--- src/rtl/cgra_kernel_scheduler.sv ---
// cgra_kernel_scheduler: round-robin launcher that shares one CGRA among N_REQ requesters,
// with completion/timeout/abort reporting back to the owning requester.
module cgra_kernel_scheduler #(
  parameter int N_REQ = 4,
  parameter int KID_W = 4,
  parameter int TIMEOUT_W = 16,
  localparam int OW = $clog2(N_REQ)
) (
  input  logic                   clk_i,
  input  logic                   rst_ni,
  input  logic                   enable_i,
  input  logic [N_REQ-1:0]       req_valid_i,
  input  logic [N_REQ*KID_W-1:0] req_kid_i,
  output logic [N_REQ-1:0]       req_ready_o,
  input  logic [TIMEOUT_W-1:0]   timeout_i,
  output logic                   cgra_start_o,
  output logic [KID_W-1:0]       cgra_kid_o,
  input  logic                   cgra_busy_i,
  input  logic                   cgra_done_i,
  output logic [N_REQ-1:0]       done_o,
  output logic [N_REQ-1:0]       err_o,
  output logic                   busy_o,
  output logic [OW-1:0]          owner_o
);
  localparam logic [1:0] IDLE = 2'd0, LAUNCH = 2'd1, WAIT = 2'd2, RECOVER = 2'd3;
  logic [1:0] state;
  logic [OW-1:0] rr_ptr, winner, idx;
  logic found;
  logic [TIMEOUT_W-1:0] timer;
  always_comb begin
    winner = '0;
    found = 1'b0;
    idx = '0;
    for (int k = 0; k < N_REQ; k++) begin
      idx = OW'((int'(rr_ptr) + k) % N_REQ);
      if (!found && req_valid_i[idx]) begin
        found = 1'b1;
        winner = idx;
      end
    end
  end
  assign req_ready_o = (rst_ni && enable_i && found && state == IDLE) ? N_REQ'(1) << winner : '0;
  assign cgra_start_o = state == LAUNCH && enable_i;
  assign busy_o = state != IDLE;
  // timer==0 after load means the watchdog is disabled for this job
  always_ff @(posedge clk_i) begin
    if (!rst_ni) begin
      state <= IDLE;
      rr_ptr <= '0;
      owner_o <= '0;
      cgra_kid_o <= '0;
      timer <= '0;
      done_o <= '0;
      err_o <= '0;
    end else begin
      done_o <= '0;
      err_o <= '0;
      if (state == IDLE) begin
        if (enable_i && found) begin
          owner_o <= winner;
          cgra_kid_o <= req_kid_i[winner*KID_W +: KID_W];
          rr_ptr <= (winner == OW'(N_REQ-1)) ? '0 : winner + 1'b1;
          state <= LAUNCH;
        end
      end else if (state == WAIT && cgra_done_i) begin
        done_o[owner_o] <= 1'b1;
        state <= IDLE;
      end else if (!enable_i) begin
        err_o[owner_o] <= 1'b1;
        state <= IDLE;
      end else if (state == LAUNCH) begin
        timer <= timeout_i;
        state <= WAIT;
      end else if (state == WAIT) begin
        if (timer == TIMEOUT_W'(1)) begin
          err_o[owner_o] <= 1'b1;
          state <= RECOVER;
        end
        if (timer != '0) timer <= timer - 1'b1;
      end else if (!cgra_busy_i) begin
        state <= IDLE;
      end
    end
  end
endmodule

--- config.mk ---
export PLATFORM = sky130hd
export DESIGN_NAME = cgra_kernel_scheduler
export DESIGN_NICKNAME = d
export VERILOG_FILES = /design/src/rtl/cgra_kernel_scheduler.sv
export SDC_FILE = /design/constraint.sdc
export NUM_CORES = 1
export LEC_CHECK = 0
export BUFFER_PORTS_ARGS = -buffer_cell sky130_fd_sc_hd__buf_2
export CAP_MARGIN = 25
export CORE_MARGIN = 8
export CORE_UTILIZATION = 52
export DETAILED_ROUTE_END_ITERATION = 6
export HOLD_SLACK_MARGIN = 0.02
export PLACE_DENSITY_LB_ADDON = 0.1
export SLEW_MARGIN = 20
export SYNTH_ARGS = -nofsm -noshare
export SYNTH_HDL_FRONTEND = slang
export SYNTH_SLANG_ARGS = --single-unit
--- constraint.sdc ---
create_clock -name clk_i -period 2.9 [get_ports clk_i]
set_input_delay 0.145 -clock clk_i [delete_from_list [all_inputs] [get_ports clk_i]]
set_output_delay 0.145 -clock clk_i [all_outputs]
set_load 0.02 [all_outputs]
==> results of run 1 <==
==> flip-flops by register name, summed over array words and instances (netlist names) <==
name / cells
rr_ptr: 2
state: 2
done_o: 4
timer: 16
owner_o: 2
cgra_kid_o: 4
err_o: 4
==> worst max path at each step <==
stage          startpoint        endpoint  slack [ps]  depth (start not counted)
2_1_floorplan    timer[0]        state[1]         880                          6
3_3_place_gp     timer[0]        state[1]         790                          6
3_5_place_dp     timer[0]        timer[0]         720                          8
4_1_cts         rr_ptr[0]  req_ready_o[3]         600                          7
5_1_grt          timer[1]        timer[1]         450                          8
6_report        rr_ptr[0]  req_ready_o[3]         610                          7
==> placed cells by master (no fill, tap or decap), types with 2 or more instances in the layout <==
cell,count
buf_2,60
dfxtp_1,34
nor2_1,29
a21oi_1,24
nand2_1,20
inv_1,11
nand3_1,11
nand2b_1,10
ha_1,10
nor3_1,9
mux2i_1,8
o21ai_0,7
o31ai_1,7
o211ai_1,7
and3_1,6
o32ai_1,6
clkbuf_8,5
or3_1,4
o221ai_1,4
buf_4,4
nor3b_1,2
a21o_1,2
and2_1,2
nand4_1,2
nor2b_1,2
nor4_1,2
a22oi_1,2
a31oi_1,2
a211oi_1,2
clkinv_2,2
==> tightest hold or removal path, delay by kind of cell <==
family          cells  cell delay (ps)
mux                 1               50
compound gates      1              130
buf+inv             1               70
==> cells by family (layout without fill, tap and decap cells) <==
kind of cell	after synthesis	after routing	share of synthesized area
and+or+nand+nor	107	107	0.266
AOI/OAI and AO/OA	75	75	0.255
muxes	9	9	0.0428
DFF	34	34	0.319
xor gates and xnor gates	1	1	0.00411
adders and majority gates	10	10	0.0587
buffers and inverters	27	83	0.0546
==> metrics by stage <==
stage          total power (W)  hold WS (ps)   util  cell area, um^2  instances
2_1_floorplan         0.000771           345      -             2130        263
3_3_place_gp          0.000864           439  0.617             2450        361
3_5_place_dp          0.000865           445  0.617             2450        361
4_1_cts                0.00129           153  0.644             2560        369
5_1_grt                0.00136           190  0.644             2560        369
6_report               0.00129           153  0.644             2560        369
==> per-layer routing <==
layer  track usage  vias up  part of all wire
met5             0        -                 0
met4        0.0545        0            0.0083
met3        0.0495        4             0.071
met2         0.270       61              0.46
met1         0.205      984              0.47
li1              -     1081                 -
==> report_power, final <==
part / leakage [nW] / total [W] / internal, W / switching (W)
Sequential: 0.276 / 0.000509 / 0.000488 / 0.0000213
Clock: 0.0579 / 0.000430 / 0.000253 / 0.000177
Combinational: 0.855 / 0.000347 / 0.000144 / 0.000203
Total: 1.19 / 0.00129 / 0.000885 / 0.000401
==> area by class of cell <==
type / instances / area (um^2)
Clock buffer: 5 / 68.8
Clock inverter: 3 / 40.0
Fill cell: 355 / 1410
Inverter: 11 / 41.3
Multi-Input combinational cell: 202 / 1340
Sequential cell: 34 / 681
Tap cell: 50 / 62.6
Timing Repair Buffer: 64 / 330
==> report_table.html, run 1 <==
<table>
<tr><th>Metric</th><th>Value</th></tr>
<tr><th colspan="2">Run status</th></tr>
<tr><td>Result of the run</td><td>finished clean</td></tr>
<tr><th colspan="2">Synth</th></tr>
<tr><td>Post-synth design cell area</td><td>2130 um^2</td></tr>
<tr><td>Per-instance average area after synthesis</td><td>8.11 um^2</td></tr>
<tr><td>Synthesis warning total</td><td>0</td></tr>
<tr><td>Synthesized instance count</td><td>263</td></tr>
<tr><td>Post-synth net total</td><td>314</td></tr>
<tr><td>Most common library cells after synthesis</td><td>34 x dfxtp_1, 29 x nor2_1, 24 x a21oi_1</td></tr>
<tr><td>Most repeated cell in the gate-level netlist after synthesis</td><td>dfxtp_1</td></tr>
<tr><td>Synth async-reset ratio</td><td>0</td></tr>
<tr><td>Leading area contributor after synthesis</td><td>dfxtp_1</td></tr>
<tr><td>Top post-synthesis cells by area</td><td>dfxtp_1 32%, ha_1 5.9%, a21oi_1 5.6%</td></tr>
<tr><td>Post-synth EDFFs</td><td>0</td></tr>
<tr><td>Post-synthesis sequential area ratio</td><td>0.319</td></tr>
<tr><td>Number of synthesized register bits</td><td>34</td></tr>
<tr><td>Share of Yosys cell area claimed by the top area cell type</td><td>0.319</td></tr>
<tr><td>Most instantiated flip-flop cell in the synthesis netlist</td><td>dfxtp_1</td></tr>
<tr><td>Distinct cell type count after synthesis</td><td>53</td></tr>
<tr><th colspan="2">Hold path</th></tr>
<tr><td>Critical hold path startpoint</td><td>req_kid_i[14]</td></tr>
<tr><td>Terminating pin of the worst hold path</td><td>cgra_kid_o[2]</td></tr>
<tr><td>Path category of the worst min-delay check</td><td>input pin to register</td></tr>
<tr><td>Depth of the worst hold-timing path</td><td>3</td></tr>
<tr><th colspan="2">Worst setup path</th></tr>
<tr><td>Worst r2r dst</td><td>timer[1]</td></tr>
<tr><td>Minimum setup slack among reg-to-reg paths</td><td>670 ps</td></tr>
<tr><td>Crit-path max FO</td><td>11</td></tr>
<tr><td>Worst path buffer plus inverter count</td><td>2</td></tr>
<tr><td>Cell with the biggest individual delay on the critical path</td><td>or3b_2</td></tr>
<tr><td>Path depth of the worst reg2reg path</td><td>8</td></tr>
<tr><td>CP Data Arrival Time</td><td>2150 ps</td></tr>
<tr><td>Worst EP required</td><td>2760 ps</td></tr>
<tr><td>Path type of the worst setup path</td><td>register to output port</td></tr>
<tr><td>Category of cells accounting for the largest share of critical-path delay</td><td>simple AND/OR/NAND/NOR gates</td></tr>
<tr><td>Critical Path End Type</td><td>output port</td></tr>
<tr><td>Type of origin of the critical path</td><td>register</td></tr>
<tr><td>Worst r2r src</td><td>timer[0]</td></tr>
<tr><td>Largest incremental delay on the critical path</td><td>620 ps</td></tr>
<tr><td>List of cells traversed by the critical path</td><td>nand2b_1, a21o_1, or3b_2, inv_1, ha_1, and3_1, buf_2</td></tr>
<tr><th colspan="2">Placement</th></tr>
<tr><td>Half-perimeter wire length after detailed placement</td><td>3990 um</td></tr>
<tr><td>Final weighted congestion in routability-driven placement</td><td>0.882</td></tr>
<tr><td>Worst-case setup slack after placement</td><td>724 ps</td></tr>
<tr><td>Buffers on Ports</td><td>60</td></tr>
<tr><th colspan="2">Layout</th></tr>
<tr><td>Ratio of cells with drive above 1 in the final layout</td><td>0.251</td></tr>
<tr><td>Count of inserted antenna diode cells</td><td>0</td></tr>
<tr><td>Layout overhead on the synthesized area</td><td>20.0%</td></tr>
<tr><td>Net total in the final layout</td><td>369</td></tr>
<tr><th colspan="2">Clock network</th></tr>
<tr><td>Root buffer cell</td><td>clkbuf_8</td></tr>
<tr><td>Hold buffer count at CTS</td><td>0</td></tr>
<tr><td>Clk_lat worst skew</td><td>290 ps</td></tr>
<tr><td>Level count of the clock H-tree</td><td>2</td></tr>
<tr><td>CTS tree</td><td>done</td></tr>
<tr><td>Number of clock sinks</td><td>34</td></tr>
<tr><td>Number of buffers added by the clock tree synthesis step</td><td>5</td></tr>
<tr><td>Setup fix buffers added after clock tree synthesis</td><td>0</td></tr>
<tr><td>Maximum count of clock buffers along a single path</td><td>2</td></tr>
<tr><td>Post-CTS resize count</td><td>0</td></tr>
<tr><td>Clock edge transition at the registers on the reported setup and hold paths</td><td>70 ps</td></tr>
<tr><th colspan="2">Detailed routing</th></tr>
<tr><td>Starting DRC count in detailed routing</td><td>171</td></tr>
<tr><td>Routed wire per std cell</td><td>14.6 um</td></tr>
<tr><td>Final wirelength</td><td>5390 um</td></tr>
<tr><td>Detailed-route vias per instance</td><td>5.77</td></tr>
<tr><td>DRC violations left</td><td>0</td></tr>
<tr><td>Residual antenna-violating net count after detailed routing</td><td>0</td></tr>
<tr><td>Number of iterations in the first detailed-routing pass</td><td>4</td></tr>
<tr><td>Vias</td><td>2130</td></tr>
<tr><th colspan="2">GRT</th></tr>
<tr><td>Residual overflow from global routing</td><td>0</td></tr>
<tr><td>Number of global-route vias before repair</td><td>1994</td></tr>
<tr><td>First-pass GRT wire length</td><td>8810 um</td></tr>
<tr><td>Antenna violations before repair</td><td>0</td></tr>
<tr><td>Maximum number of pins on one net before global-route repair</td><td>38</td></tr>
<tr><td>GR Util All Layers</td><td>0.167</td></tr>
<tr><th colspan="2">Die</th></tr>
<tr><td>Height of the chip</td><td>80.0 um</td></tr>
<tr><td>Die Area</td><td>6400 um^2</td></tr>
<tr><td>Std-Cell Rows</td><td>23</td></tr>
<tr><td>Horizontal die dimension</td><td>80.0 um</td></tr>
<tr><td>Initial Util</td><td>0.537</td></tr>
<tr><td>Core Footprint</td><td>3970 um^2</td></tr>
<tr><td>Number of placed I/O pins</td><td>61</td></tr>
<tr><th colspan="2">STA</th></tr>
<tr><td>Count of endpoints failing setup in the final report</td><td>0</td></tr>
<tr><td>Minimum clock period after layout</td><td>2290 ps</td></tr>
<tr><td>Transition at the pin with the smallest max-transition slack</td><td>530 ps</td></tr>
<tr><td>Final critical-path setup slack</td><td>606 ps</td></tr>
<tr><td>Max-slew violation total from the final report</td><td>0</td></tr>
<tr><td>Fin. Hold Viols</td><td>0</td></tr>
<tr><td>Final cycle utilization of the critical path</td><td>0.791</td></tr>
<tr><td>Post-Route Setup TNS</td><td>0 ps</td></tr>
<tr><td>RSZ-0062 raised after global routing</td><td>false</td></tr>
<tr><td>Worst clock skew on the final layout</td><td>9.34 ps</td></tr>
<tr><td>Maximum achievable frequency</td><td>0.436 GHz</td></tr>
<tr><td>Worst-case headroom to the max-slew limit</td><td>0.646</td></tr>
<tr><th colspan="2">Pwr</th></tr>
<tr><td>Pwr Density</td><td>503 nW/um^2</td></tr>
<tr><td>Cell leakage power</td><td>1.19 nW</td></tr>
<tr><td>VDD IR max</td><td>0.339 mV</td></tr>
<tr><th colspan="2">Job</th></tr>
<tr><td>Max_cap viols</td><td>0</td></tr>
</table>
No activity file was read; power rests on OpenSTA's default activity.
==> inputs of run 2 (changes only) <==
--- a/config.mk
+++ b/config.mk
@@ -5,10 +5,11 @@
 export SDC_FILE = /design/constraint.sdc
 export NUM_CORES = 1
 export LEC_CHECK = 0
+export ABC_AREA = 1
 export BUFFER_PORTS_ARGS = -buffer_cell sky130_fd_sc_hd__buf_2
 export CAP_MARGIN = 25
 export CORE_MARGIN = 8
-export CORE_UTILIZATION = 52
+export CORE_UTILIZATION = 48
 export DETAILED_ROUTE_END_ITERATION = 6
 export HOLD_SLACK_MARGIN = 0.02
 export PLACE_DENSITY_LB_ADDON = 0.1
==> constraint.sdc (replaced) <==
create_clock -name clk_i -period 2.1 [get_ports clk_i]
set_input_delay 0.105 -clock clk_i [delete_from_list [all_inputs] [get_ports clk_i]]
set_output_delay 0.105 -clock clk_i [all_outputs]
set_load 0.02 [all_outputs]
==> run 2 against run 1 <==
Effect of this change:
- worst hold slack worse by 78 ps
- register-to-register slack worse by 460 ps
- utilization is 1.1 points higher
- routed wire length is 19% higher
- highest routed layer unchanged
- largest cell class unchanged
- flip-flop and latch count stayed put
- first-iteration DRC count is 47% lower
- clock power is 33% higher
- largest power group is now combinational logic
- synthesized cell count is 43% higher
- power grew to 4.0 times the previous value
==> report_table.html, run 2 <==
<table>
<tr><th>Metric</th><th>Value</th></tr>
<tr><th colspan="2">Hold path</th></tr>
<tr><td>Path category of the worst min-delay check</td><td>input pin to register (unchanged)</td></tr>
<tr><td>Depth of the worst hold-timing path</td><td>3 (unchanged)</td></tr>
<tr><td>Critical hold path startpoint</td><td>timeout_i[4] (was req_kid_i[14])</td></tr>
<tr><td>Terminating pin of the worst hold path</td><td>timer[4] (was cgra_kid_o[2])</td></tr>
<tr><th colspan="2">Job</th></tr>
<tr><td>Max_cap viols</td><td>0 (unchanged)</td></tr>
<tr><th colspan="2">GRT</th></tr>
<tr><td>Global-route track usage on met1</td><td>0.185 (was 0.205)</td></tr>
<tr><td>Busiest grt layer</td><td>met2 (unchanged)</td></tr>
<tr><td>Number of global-route vias before repair</td><td>2480 (was 1994)</td></tr>
<tr><td>First-pass GRT wire length</td><td>10600 um (was 8810 um)</td></tr>
<tr><td>Maximum number of pins on one net before global-route repair</td><td>22 (was 38)</td></tr>
<tr><td>Met3 layer usage reported by global route</td><td>0.0510 (was 0.0495)</td></tr>
<tr><td>Met2 global-route usage</td><td>0.304 (was 0.270)</td></tr>
<tr><td>GR Util All Layers</td><td>0.170 (was 0.167)</td></tr>
<tr><td>Antenna violations before repair</td><td>0 (unchanged)</td></tr>
<tr><td>Residual overflow from global routing</td><td>0 (unchanged)</td></tr>
<tr><th colspan="2">Detailed routing</th></tr>
<tr><td>Starting DRC count in detailed routing</td><td>91 (was 171)</td></tr>
<tr><td>DRC violations left</td><td>0 (unchanged)</td></tr>
<tr><td>Routed wire per std cell</td><td>12.3 um (was 14.6 um)</td></tr>
<tr><td>Final wirelength</td><td>6390 um (was 5390 um)</td></tr>
<tr><td>Residual antenna-violating net count after detailed routing</td><td>0 (unchanged)</td></tr>
<tr><td>Detailed-route vias per instance</td><td>4.88 (was 5.77)</td></tr>
<tr><td>Vias</td><td>2538 (was 2130)</td></tr>
<tr><td>Number of iterations in the first detailed-routing pass</td><td>4 (unchanged)</td></tr>
<tr><th colspan="2">Pwr</th></tr>
<tr><td>VDD IR max</td><td>0.692 mV (was 0.339 mV)</td></tr>
<tr><td>Cell leakage power</td><td>1.62 nW (was 1.19 nW)</td></tr>
<tr><td>Pwr Total</td><td>0.00519 W (was 0.00129 W)</td></tr>
<tr><td>Pwr Density</td><td>1660 nW/um^2 (was 503 nW/um^2)</td></tr>
<tr><th colspan="2">STA</th></tr>
<tr><td>Max-slew violation total from the final report</td><td>0 (unchanged)</td></tr>
<tr><td>Worst-case headroom to the max-slew limit</td><td>0.634 (was 0.646)</td></tr>
<tr><td>Maximum achievable frequency</td><td>0.479 GHz</td></tr>
<tr><td>Minimum clock period after layout</td><td>2090 ps</td></tr>
<tr><td>Worst clock skew on the final layout</td><td>4.81 ps (was 9.34 ps)</td></tr>
<tr><td>Count of endpoints failing setup in the final report</td><td>0 (unchanged)</td></tr>
<tr><td>Final cycle utilization of the critical path</td><td>0.994</td></tr>
<tr><td>RSZ-0062 raised after global routing</td><td>true (was false)</td></tr>
<tr><td>Fin. Hold Viols</td><td>0 (unchanged)</td></tr>
<tr><td>Transition at the pin with the smallest max-transition slack</td><td>548 ps (was 530 ps)</td></tr>
<tr><th colspan="2">Layout</th></tr>
<tr><td>Area occupied by registers</td><td>688 um^2 (was 681 um^2)</td></tr>
<tr><td>Cell area after layout</td><td>3120 um^2 (was 2560 um^2)</td></tr>
<tr><td>Core utilization of the finished layout</td><td>0.656 (was 0.644)</td></tr>
<tr><td>Number of filler cells placed in the layout</td><td>451 (was 355)</td></tr>
<tr><td>Most frequent standard cell in the layout excluding fill and tap cells</td><td>nand2_1 (was buf_2)</td></tr>
<tr><td>Count of inserted antenna diode cells</td><td>0 (unchanged)</td></tr>
<tr><td>Commonest non-fill, non-tap cells in the layout</td><td>77 x nand2_1, 56 x buf_2, 51 x inv_1 (was 60 x buf_2, 34 x dfxtp_1, 29 x nor2_1)</td></tr>
<tr><td>Largest register by flop count</td><td>timer (unchanged)</td></tr>
<tr><td>Layout overhead on the synthesized area</td><td>30.2% (was 20.0%)</td></tr>
<tr><td>Ratio of cells with drive above 1 in the final layout</td><td>0.305 (was 0.251)</td></tr>
<tr><td>Area taken by multi-input logic gates</td><td>1540 um^2 (was 1340 um^2)</td></tr>
<tr><td>Flip-flop count of the largest register, all copies and words added</td><td>16 (unchanged)</td></tr>
<tr><td>Net total in the final layout</td><td>503 (was 369)</td></tr>
<tr><th colspan="2">Synth</th></tr>
<tr><td>Synthesized-area fraction occupied by adder cells</td><td>0.0523 (was 0.0587)</td></tr>
<tr><td>Post-synth EDFFs</td><td>0 (unchanged)</td></tr>
<tr><td>Synthesized instance count</td><td>377 (was 263)</td></tr>
<tr><td>Synthesis warning total</td><td>0 (unchanged)</td></tr>
<tr><td>Most instantiated flip-flop cell in the synthesis netlist</td><td>dfxtp_1 (unchanged)</td></tr>
<tr><td>Share of the synthesized netlist area taken by xor and xnor gates</td><td>0.0110 (was 0.00411)</td></tr>
<tr><td>Synth async-reset ratio</td><td>0 (unchanged)</td></tr>
<tr><td>Top post-synthesis cells by area</td><td>dfxtp_1 28%, nand2_1 14%, inv_1 8.5% (was dfxtp_1 32%, ha_1 5.9%, a21oi_1 5.6%)</td></tr>
<tr><td>Distinct cell type count after synthesis</td><td>31 (was 53)</td></tr>
<tr><td>Per-instance average area after synthesis</td><td>6.35 um^2 (was 8.11 um^2)</td></tr>
<tr><td>Synthesized-area fraction occupied by ao, oa, aoi and oai cells</td><td>0.131 (was 0.255)</td></tr>
<tr><td>Main combinational cell family by area after synthesis</td><td>simple AND/OR/NAND/NOR gates (unchanged)</td></tr>
<tr><td>Post-synth design cell area</td><td>2390 um^2 (was 2130 um^2)</td></tr>
<tr><td>Proportion of synthesized area in mux cells</td><td>0 (was 0.0428)</td></tr>
<tr><td>Share of Yosys cell area claimed by the top area cell type</td><td>0.284 (was 0.319)</td></tr>
<tr><td>Most repeated cell in the gate-level netlist after synthesis</td><td>nand2_1 (was dfxtp_1)</td></tr>
<tr><td>Basic-gate share of the synthesized area counting and, or, nand and nor cells</td><td>0.404 (was 0.266)</td></tr>
<tr><td>Number of synthesized register bits</td><td>34 (unchanged)</td></tr>
<tr><td>Post-synth net total</td><td>428 (was 314)</td></tr>
<tr><td>Leading area contributor after synthesis</td><td>dfxtp_1 (unchanged)</td></tr>
<tr><td>Post-synthesis sequential area ratio</td><td>0.284 (was 0.319)</td></tr>
<tr><td>Most common library cells after synthesis</td><td>88 x nand2_1, 54 x inv_1, 51 x nor2_1 (was 34 x dfxtp_1, 29 x nor2_1, 24 x a21oi_1)</td></tr>
<tr><th colspan="2">Clock network</th></tr>
<tr><td>Clock edge transition at the registers on the reported setup and hold paths</td><td>70 ps (about the same)</td></tr>
<tr><td>Maximum count of clock buffers along a single path</td><td>2 (unchanged)</td></tr>
<tr><td>Number of clock sinks</td><td>34 (unchanged)</td></tr>
<tr><td>Clk_lat worst skew</td><td>290 ps (about the same)</td></tr>
<tr><td>CTS tree</td><td>done (unchanged)</td></tr>
<tr><td>Level count of the clock H-tree</td><td>2 (unchanged)</td></tr>
<tr><td>Number of buffers added by the clock tree synthesis step</td><td>5 (unchanged)</td></tr>
<tr><td>Root buffer cell</td><td>clkbuf_8 (unchanged)</td></tr>
<tr><th colspan="2">Worst setup path</th></tr>
<tr><td>Worst EP required</td><td>2000 ps (was 2760 ps)</td></tr>
<tr><td>Critical Path End Type</td><td>output port (unchanged)</td></tr>
<tr><td>Type of origin of the critical path</td><td>register (unchanged)</td></tr>
<tr><td>Minimum setup slack among reg-to-reg paths</td><td>210 ps (was 670 ps)</td></tr>
<tr><td>CP Data Arrival Time</td><td>1980 ps (was 2150 ps)</td></tr>
<tr><td>Worst r2r src</td><td>rr_ptr[0] (was timer[0])</td></tr>
<tr><td>Worst r2r dst</td><td>cgra_kid_o[1] (was timer[1])</td></tr>
<tr><td>Path depth of the worst reg2reg path</td><td>15 (was 8)</td></tr>
<tr><td>Crit-path max FO</td><td>8 (was 11)</td></tr>
<tr><td>Path type of the worst setup path</td><td>register to output port (unchanged)</td></tr>
<tr><th colspan="2">Die</th></tr>
<tr><td>Height of the chip</td><td>86.6 um (was 80.0 um)</td></tr>
<tr><td>Number of placed I/O pins</td><td>61 (unchanged)</td></tr>
<tr><td>Die Area</td><td>7500 um^2 (was 6400 um^2)</td></tr>
<tr><td>Horizontal die dimension</td><td>86.6 um (was 80.0 um)</td></tr>
<tr><td>Initial Util</td><td>0.503 (was 0.537)</td></tr>
<tr><td>Core Footprint</td><td>4750 um^2 (was 3970 um^2)</td></tr>
<tr><td>Std-Cell Rows</td><td>25 (was 23)</td></tr>
<tr><th colspan="2">Placement</th></tr>
<tr><td>Buffers on Ports</td><td>60 (unchanged)</td></tr>
<tr><td>Post-detailed-placement cell area</td><td>2790 um^2 (was 2450 um^2)</td></tr>
<tr><td>Final weighted congestion in routability-driven placement</td><td>0.830 (was 0.882)</td></tr>
<tr><td>Half-perimeter wire length after detailed placement</td><td>4640 um (was 3990 um)</td></tr>
<tr><th colspan="2">Run status</th></tr>
<tr><td>Result of the run</td><td>finished clean (unchanged)</td></tr>
</table>
==> run 2: cell types whose count changed after synthesis, moves of 10 or more <==
cell / before / now
nand2_1: 20 / 88
nand4_1: 2 / 12
inv_1: 11 / 54
o21ai_0: 7 / 28
nor2_1: 29 / 51
nand2b_1: 10 / 0
nand3_1: 11 / 23
==> run 2: how the worst max path moves through the flow <==
stage / startpoint / endpoint / slack, ps / cells past startpoint
2_1_floorplan: rr_ptr[0] / rr_ptr[1] / 240 / 12
3_3_place_gp: rr_ptr[0] / rr_ptr[1] / 110 / 12
3_5_place_dp: rr_ptr[0] / rr_ptr[1] / 70 / 12
4_1_cts: rr_ptr[0] / req_ready_o[0] / -30 / 14
5_1_grt: rr_ptr[0] / req_ready_o[3] / -90 / 13
6_report: rr_ptr[0] / req_ready_o[3] / 10 / 14
==> run 2: metal layers <==
layer	up-vias	wire length, um
met4	0	77
met3	8	405
met1	1117	2780
met2	61	3130
li1	1352	-
met5	-	0
==> run 2: logic make-up (layout without fill, tap and decap cells) <==
family,count (synthesis),count (layout)
compound gates,58,58
fa+ha+maj,10,10
simple gates,203,203
flops,34,34
xor+xnor,3,3
buf+inv,69,145
==> run 2: critical path, stage by stage, from the launching register on <==
cell and delay (ps):
dfxtp_4 410, buf_6 140, nand2_4 50, nand2_4 100, nand2_4 70, buf_4 130, nand2_1 50, nand2_1 70
nand3_2 100, nand2_4 70, inv_2 90, ha_1 140, inv_1 40, nor2_1 90, buf_4 140
==> run 2: through the flow <==
| step | setup WS [ps] | instances | TNS (ps) | hold slack (ps) |
|---|---|---|---|---|
| finish | 13.3 | 520 | 0 | 74.4 |
| global route | -91.3 | 520 | -312 | 87.4 |
| CTS | -28.3 | 514 | -43.0 | 65.7 |
| detailed placement | 68.5 | 503 | 0 | 377 |
| global placement | 108 | 503 | 0 | 376 |
| floorplan | 240 | 377 | 0 | 243 |
==> run 2: report_power, final <==
group	switching [W]	internal, W	leakage (nW)	total [W]
Combinational	0.00218	0.00145	1.29	0.00363
Sequential	0.000163	0.000823	0.278	0.000986
Clock	0.000243	0.000331	0.0575	0.000574
Total	0.00259	0.00260	1.62	0.00519
==> run 2: cell type report <==
cell class | instances | share of cell area
Clock buffer | 8 | 0.0353
Inverter | 58 | 0.0731
Multi-Input combinational cell | 274 | 0.494
Sequential cell | 34 | 0.221
Tap cell | 67 | 0.0269
Timing Repair Buffer | 79 | 0.150
==> run 2: repair_timing <==
action,CTS,global route
pin swaps,5,15
resized for setup,13,34
hold buffers,0,0
buffers inserted,3,6
endpoints found under the setup margin,4,7
==> inputs of run 3 (changes only) <==
==> constraint.sdc (replaced) <==
create_clock -name clk_i -period 2.1 [get_ports clk_i]
set_input_delay 0.105 -clock clk_i [delete_from_list [all_inputs] [get_ports clk_i]]
set_output_delay 0.105 -clock clk_i [all_outputs]
set_load 0.05 [all_outputs]
==> run 3 against run 2 <==
Effect of this change:
- register-to-register slack got worse by 30 ps
- the flow now finishes with violations (setup timing)
- global-route usage about the same
- combinational power rose by 14%
- final area rose by 6.1%
- die area unchanged
- clock skew decreased by 1.5 ps
==> report_table.html, run 3 (synthesized netlist as in run 2, its figures left out) <==
<table>
<tr><th>Metric</th><th>Value</th></tr>
<tr><th colspan="2">Die</th></tr>
<tr><td>Height of the chip</td><td>86.6 um (unchanged)</td></tr>
<tr><td>Horizontal die dimension</td><td>86.6 um (unchanged)</td></tr>
<tr><td>Initial Util</td><td>0.503 (unchanged)</td></tr>
<tr><td>Number of placed I/O pins</td><td>61 (unchanged)</td></tr>
<tr><td>Die Area</td><td>7500 um^2 (unchanged)</td></tr>
<tr><td>Std-Cell Rows</td><td>25 (unchanged)</td></tr>
<tr><td>Core Footprint</td><td>4750 um^2 (unchanged)</td></tr>
<tr><th colspan="2">Worst setup path</th></tr>
<tr><td>CP Data Arrival Time</td><td>2010 ps (was 1980 ps)</td></tr>
<tr><td>Path type of the worst setup path</td><td>register to output port (unchanged)</td></tr>
<tr><td>Type of origin of the critical path</td><td>register (unchanged)</td></tr>
<tr><td>Crit-path max FO</td><td>6 (was 8)</td></tr>
<tr><td>Critical Path End Type</td><td>output port (unchanged)</td></tr>
<tr><td>Worst EP required</td><td>2000 ps (about the same)</td></tr>
<tr><th colspan="2">Layout</th></tr>
<tr><td>Ratio of cells with drive above 1 in the final layout</td><td>0.343 (was 0.305)</td></tr>
<tr><td>Net total in the final layout</td><td>508 (was 503)</td></tr>
<tr><td>Most frequent standard cell in the layout excluding fill and tap cells</td><td>nand2_1 (unchanged)</td></tr>
<tr><td>Layout overhead on the synthesized area</td><td>38.2% (was 30.2%)</td></tr>
<tr><td>Cell area after layout</td><td>3310 um^2 (was 3120 um^2)</td></tr>
<tr><td>Commonest non-fill, non-tap cells in the layout</td><td>71 x nand2_1, 56 x buf_2, 49 x inv_1 (was 77 x nand2_1, 56 x buf_2, 51 x inv_1)</td></tr>
<tr><td>Number of filler cells placed in the layout</td><td>416 (was 451)</td></tr>
<tr><td>Flip-flop count of the largest register, all copies and words added</td><td>16 (unchanged)</td></tr>
<tr><td>Core utilization of the finished layout</td><td>0.696 (was 0.656)</td></tr>
<tr><td>Largest register by flop count</td><td>timer (unchanged)</td></tr>
<tr><td>Count of inserted antenna diode cells</td><td>0 (unchanged)</td></tr>
<tr><th colspan="2">Detailed routing</th></tr>
<tr><td>Final wirelength</td><td>6770 um (was 6390 um)</td></tr>
<tr><td>Routed wire per std cell</td><td>12.9 um (was 12.3 um)</td></tr>
<tr><td>Residual antenna-violating net count after detailed routing</td><td>0 (unchanged)</td></tr>
<tr><td>Detailed-route vias per instance</td><td>4.96 (was 4.88)</td></tr>
<tr><td>DRC violations left</td><td>0 (unchanged)</td></tr>
<tr><td>Starting DRC count in detailed routing</td><td>149 (was 91)</td></tr>
<tr><td>Number of iterations in the first detailed-routing pass</td><td>5 (was 4)</td></tr>
<tr><td>Vias</td><td>2604 (was 2538)</td></tr>
<tr><th colspan="2">Run status</th></tr>
<tr><td>Result of the run</td><td>finished, violations left (was finished clean)</td></tr>
<tr><td>Violations in the final reports</td><td>setup timing</td></tr>
<tr><th colspan="2">Placement</th></tr>
<tr><td>Final weighted congestion in routability-driven placement</td><td>0.898 (was 0.830)</td></tr>
<tr><td>Buffers on Ports</td><td>60 (unchanged)</td></tr>
<tr><td>Worst-case setup slack after placement</td><td>96.2 ps (was 68.5 ps)</td></tr>
<tr><td>Post-detailed-placement cell area</td><td>2810 um^2 (was 2790 um^2)</td></tr>
<tr><td>Half-perimeter wire length after detailed placement</td><td>4660 um (was 4640 um)</td></tr>
<tr><th colspan="2">Clock network</th></tr>
<tr><td>Clock edge transition at the registers on the reported setup and hold paths</td><td>70 ps (about the same)</td></tr>
<tr><td>Number of buffers added by the clock tree synthesis step</td><td>5 (unchanged)</td></tr>
<tr><td>Clk_lat worst skew</td><td>290 ps (about the same)</td></tr>
<tr><td>Maximum count of clock buffers along a single path</td><td>2 (unchanged)</td></tr>
<tr><td>Hold buffer count at CTS</td><td>0 (unchanged)</td></tr>
<tr><td>Root buffer cell</td><td>clkbuf_8 (unchanged)</td></tr>
<tr><td>CTS tree</td><td>done (unchanged)</td></tr>
<tr><td>Number of clock sinks</td><td>34 (unchanged)</td></tr>
<tr><td>Level count of the clock H-tree</td><td>2 (unchanged)</td></tr>
<tr><th colspan="2">STA</th></tr>
<tr><td>Worst clock skew on the final layout</td><td>3.28 ps (was 4.81 ps)</td></tr>
<tr><td>Fin. Hold Viols</td><td>0 (unchanged)</td></tr>
<tr><td>Worst slack on hold paths</td><td>72.4 ps (was 74.4 ps)</td></tr>
<tr><td>Max-slew violation total from the final report</td><td>0 (unchanged)</td></tr>
<tr><td>RSZ-0062 raised after global routing</td><td>true (unchanged)</td></tr>
<tr><td>Final critical-path setup slack</td><td>-17.7 ps (was 13.3 ps)</td></tr>
<tr><td>Minimum clock period after layout</td><td>2120 ps (was 2090 ps)</td></tr>
<tr><td>Final cycle utilization of the critical path</td><td>1.01 (was 0.994)</td></tr>
<tr><td>Maximum achievable frequency</td><td>0.472 GHz (was 0.479 GHz)</td></tr>
<tr><td>Worst-case headroom to the max-slew limit</td><td>0.656 (was 0.634)</td></tr>
<tr><td>Transition at the pin with the smallest max-transition slack</td><td>515 ps (was 548 ps)</td></tr>
<tr><td>Count of endpoints failing setup in the final report</td><td>2 (was 0)</td></tr>
<tr><th colspan="2">Pwr</th></tr>
<tr><td>Internal power consumption</td><td>0.00285 W (was 0.00260 W)</td></tr>
<tr><td>Power dissipated by switching net loads</td><td>0.00301 W (was 0.00259 W)</td></tr>
<tr><td>Net switching share of the total power</td><td>0.514 (was 0.498)</td></tr>
<tr><td>VDD IR max</td><td>0.848 mV (was 0.692 mV)</td></tr>
<tr><td>Proportion of power drawn by flip-flops and latches</td><td>0.168 (was 0.190)</td></tr>
<tr><td>Pwr Total</td><td>0.00586 W (was 0.00519 W)</td></tr>
<tr><td>Pwr Density</td><td>1770 nW/um^2 (was 1660 nW/um^2)</td></tr>
<tr><td>Combinational share of power</td><td>0.705 (was 0.699)</td></tr>
<tr><td>Clock power share</td><td>0.127 (was 0.111)</td></tr>
<tr><td>Cell leakage power</td><td>1.67 nW (was 1.62 nW)</td></tr>
<tr><th colspan="2">GRT</th></tr>
<tr><td>GR Util All Layers</td><td>0.171 (was 0.170)</td></tr>
<tr><td>Maximum number of pins on one net before global-route repair</td><td>22 (unchanged)</td></tr>
<tr><td>First-pass GRT wire length</td><td>10500 um (was 10600 um)</td></tr>
<tr><td>Number of global-route vias before repair</td><td>2427 (was 2480)</td></tr>
<tr><td>Residual overflow from global routing</td><td>0 (unchanged)</td></tr>
<tr><td>Antenna violations before repair</td><td>0 (unchanged)</td></tr>
<tr><th colspan="2">Hold path</th></tr>
<tr><td>Path category of the worst min-delay check</td><td>input pin to register (unchanged)</td></tr>
<tr><th colspan="2">Job</th></tr>
<tr><td>Max_cap viols</td><td>0 (unchanged)</td></tr>
</table>
==> run 3: final timing paths <==
check	start	to	slack [ps]	cells past startpoint
setup reg to reg	timer[0]	timer[6]	180	10
setup / recovery	rr_ptr[0]	req_ready_o[2]	-20	12
hold reg to reg	timer[9]	timer[9]	480	2
hold / removal	timeout_i[4]	timer[4]	70	3
==> run 3: what timing repair did <==
action | in CTS | in global routing
gates cloned | 0 | 0
buffers inserted | 5 | 10
pin swaps | 9 | 14
setup endpoints to repair | 4 | 16
resized for setup | 26 | 45
==> run 3: routing by layer <==
| layer | vias to the layer above | wire [um] | global-route usage | part of all wire |
|---|---|---|---|---|
| met5 | - | 0 | 0 | 0 |
| met4 | 0 | 119 | 0.0689 | 0.018 |
| met3 | 11 | 449 | 0.0444 | 0.066 |
| met2 | 88 | 3350 | 0.305 | 0.50 |
| met1 | 1144 | 2840 | 0.187 | 0.42 |
| li1 | 1361 | - | - | - |
==> run 3: metrics by stage <==
stage	std cells	setup TNS [ps]
floorplan	377	0
global placement	502	0
detailed placement	502	0
CTS	515	0
global route	525	-368
finish	525	-18.1
==> run 3: final cells by class <==
cell class / count / area [um^2] / area share
clock inverter: 3 / 68.8 / 0.0208
sequential: 34 / 688 / 0.208
clock buffer: 5 / 68.8 / 0.0208
tap: 67 / 83.8 / 0.0253
multi-input combinational: 274 / 1630 / 0.491
inverter: 58 / 239 / 0.0723
timing repair buffer: 84 / 533 / 0.161
==> run 3: worst max-delay path, cell delays in order (launching register included) <==
cell,delay [ps]
dfxtp_4,390
buf_8,140
nand2_4,70
nand3_4,80
nand2_4,80
nor2_8,150
nand4_1,140
nand2_4,170
clkinv_4,100
ha_4,180
inv_4,50
nor2_4,30
buf_8,150
==> run 3: power by group through the flow <==
stage / Clock, W / Combinational, W / Sequential [W]
floorplan: 0 / 0.00245 / 0.00117
global placement: 0 / 0.00331 / 0.000962
detailed placement: 0 / 0.00332 / 0.000967
CTS: 0.000747 / 0.00360 / 0.000972
global route: 0.000770 / 0.00459 / 0.00101
finish: 0.000742 / 0.00413 / 0.000986
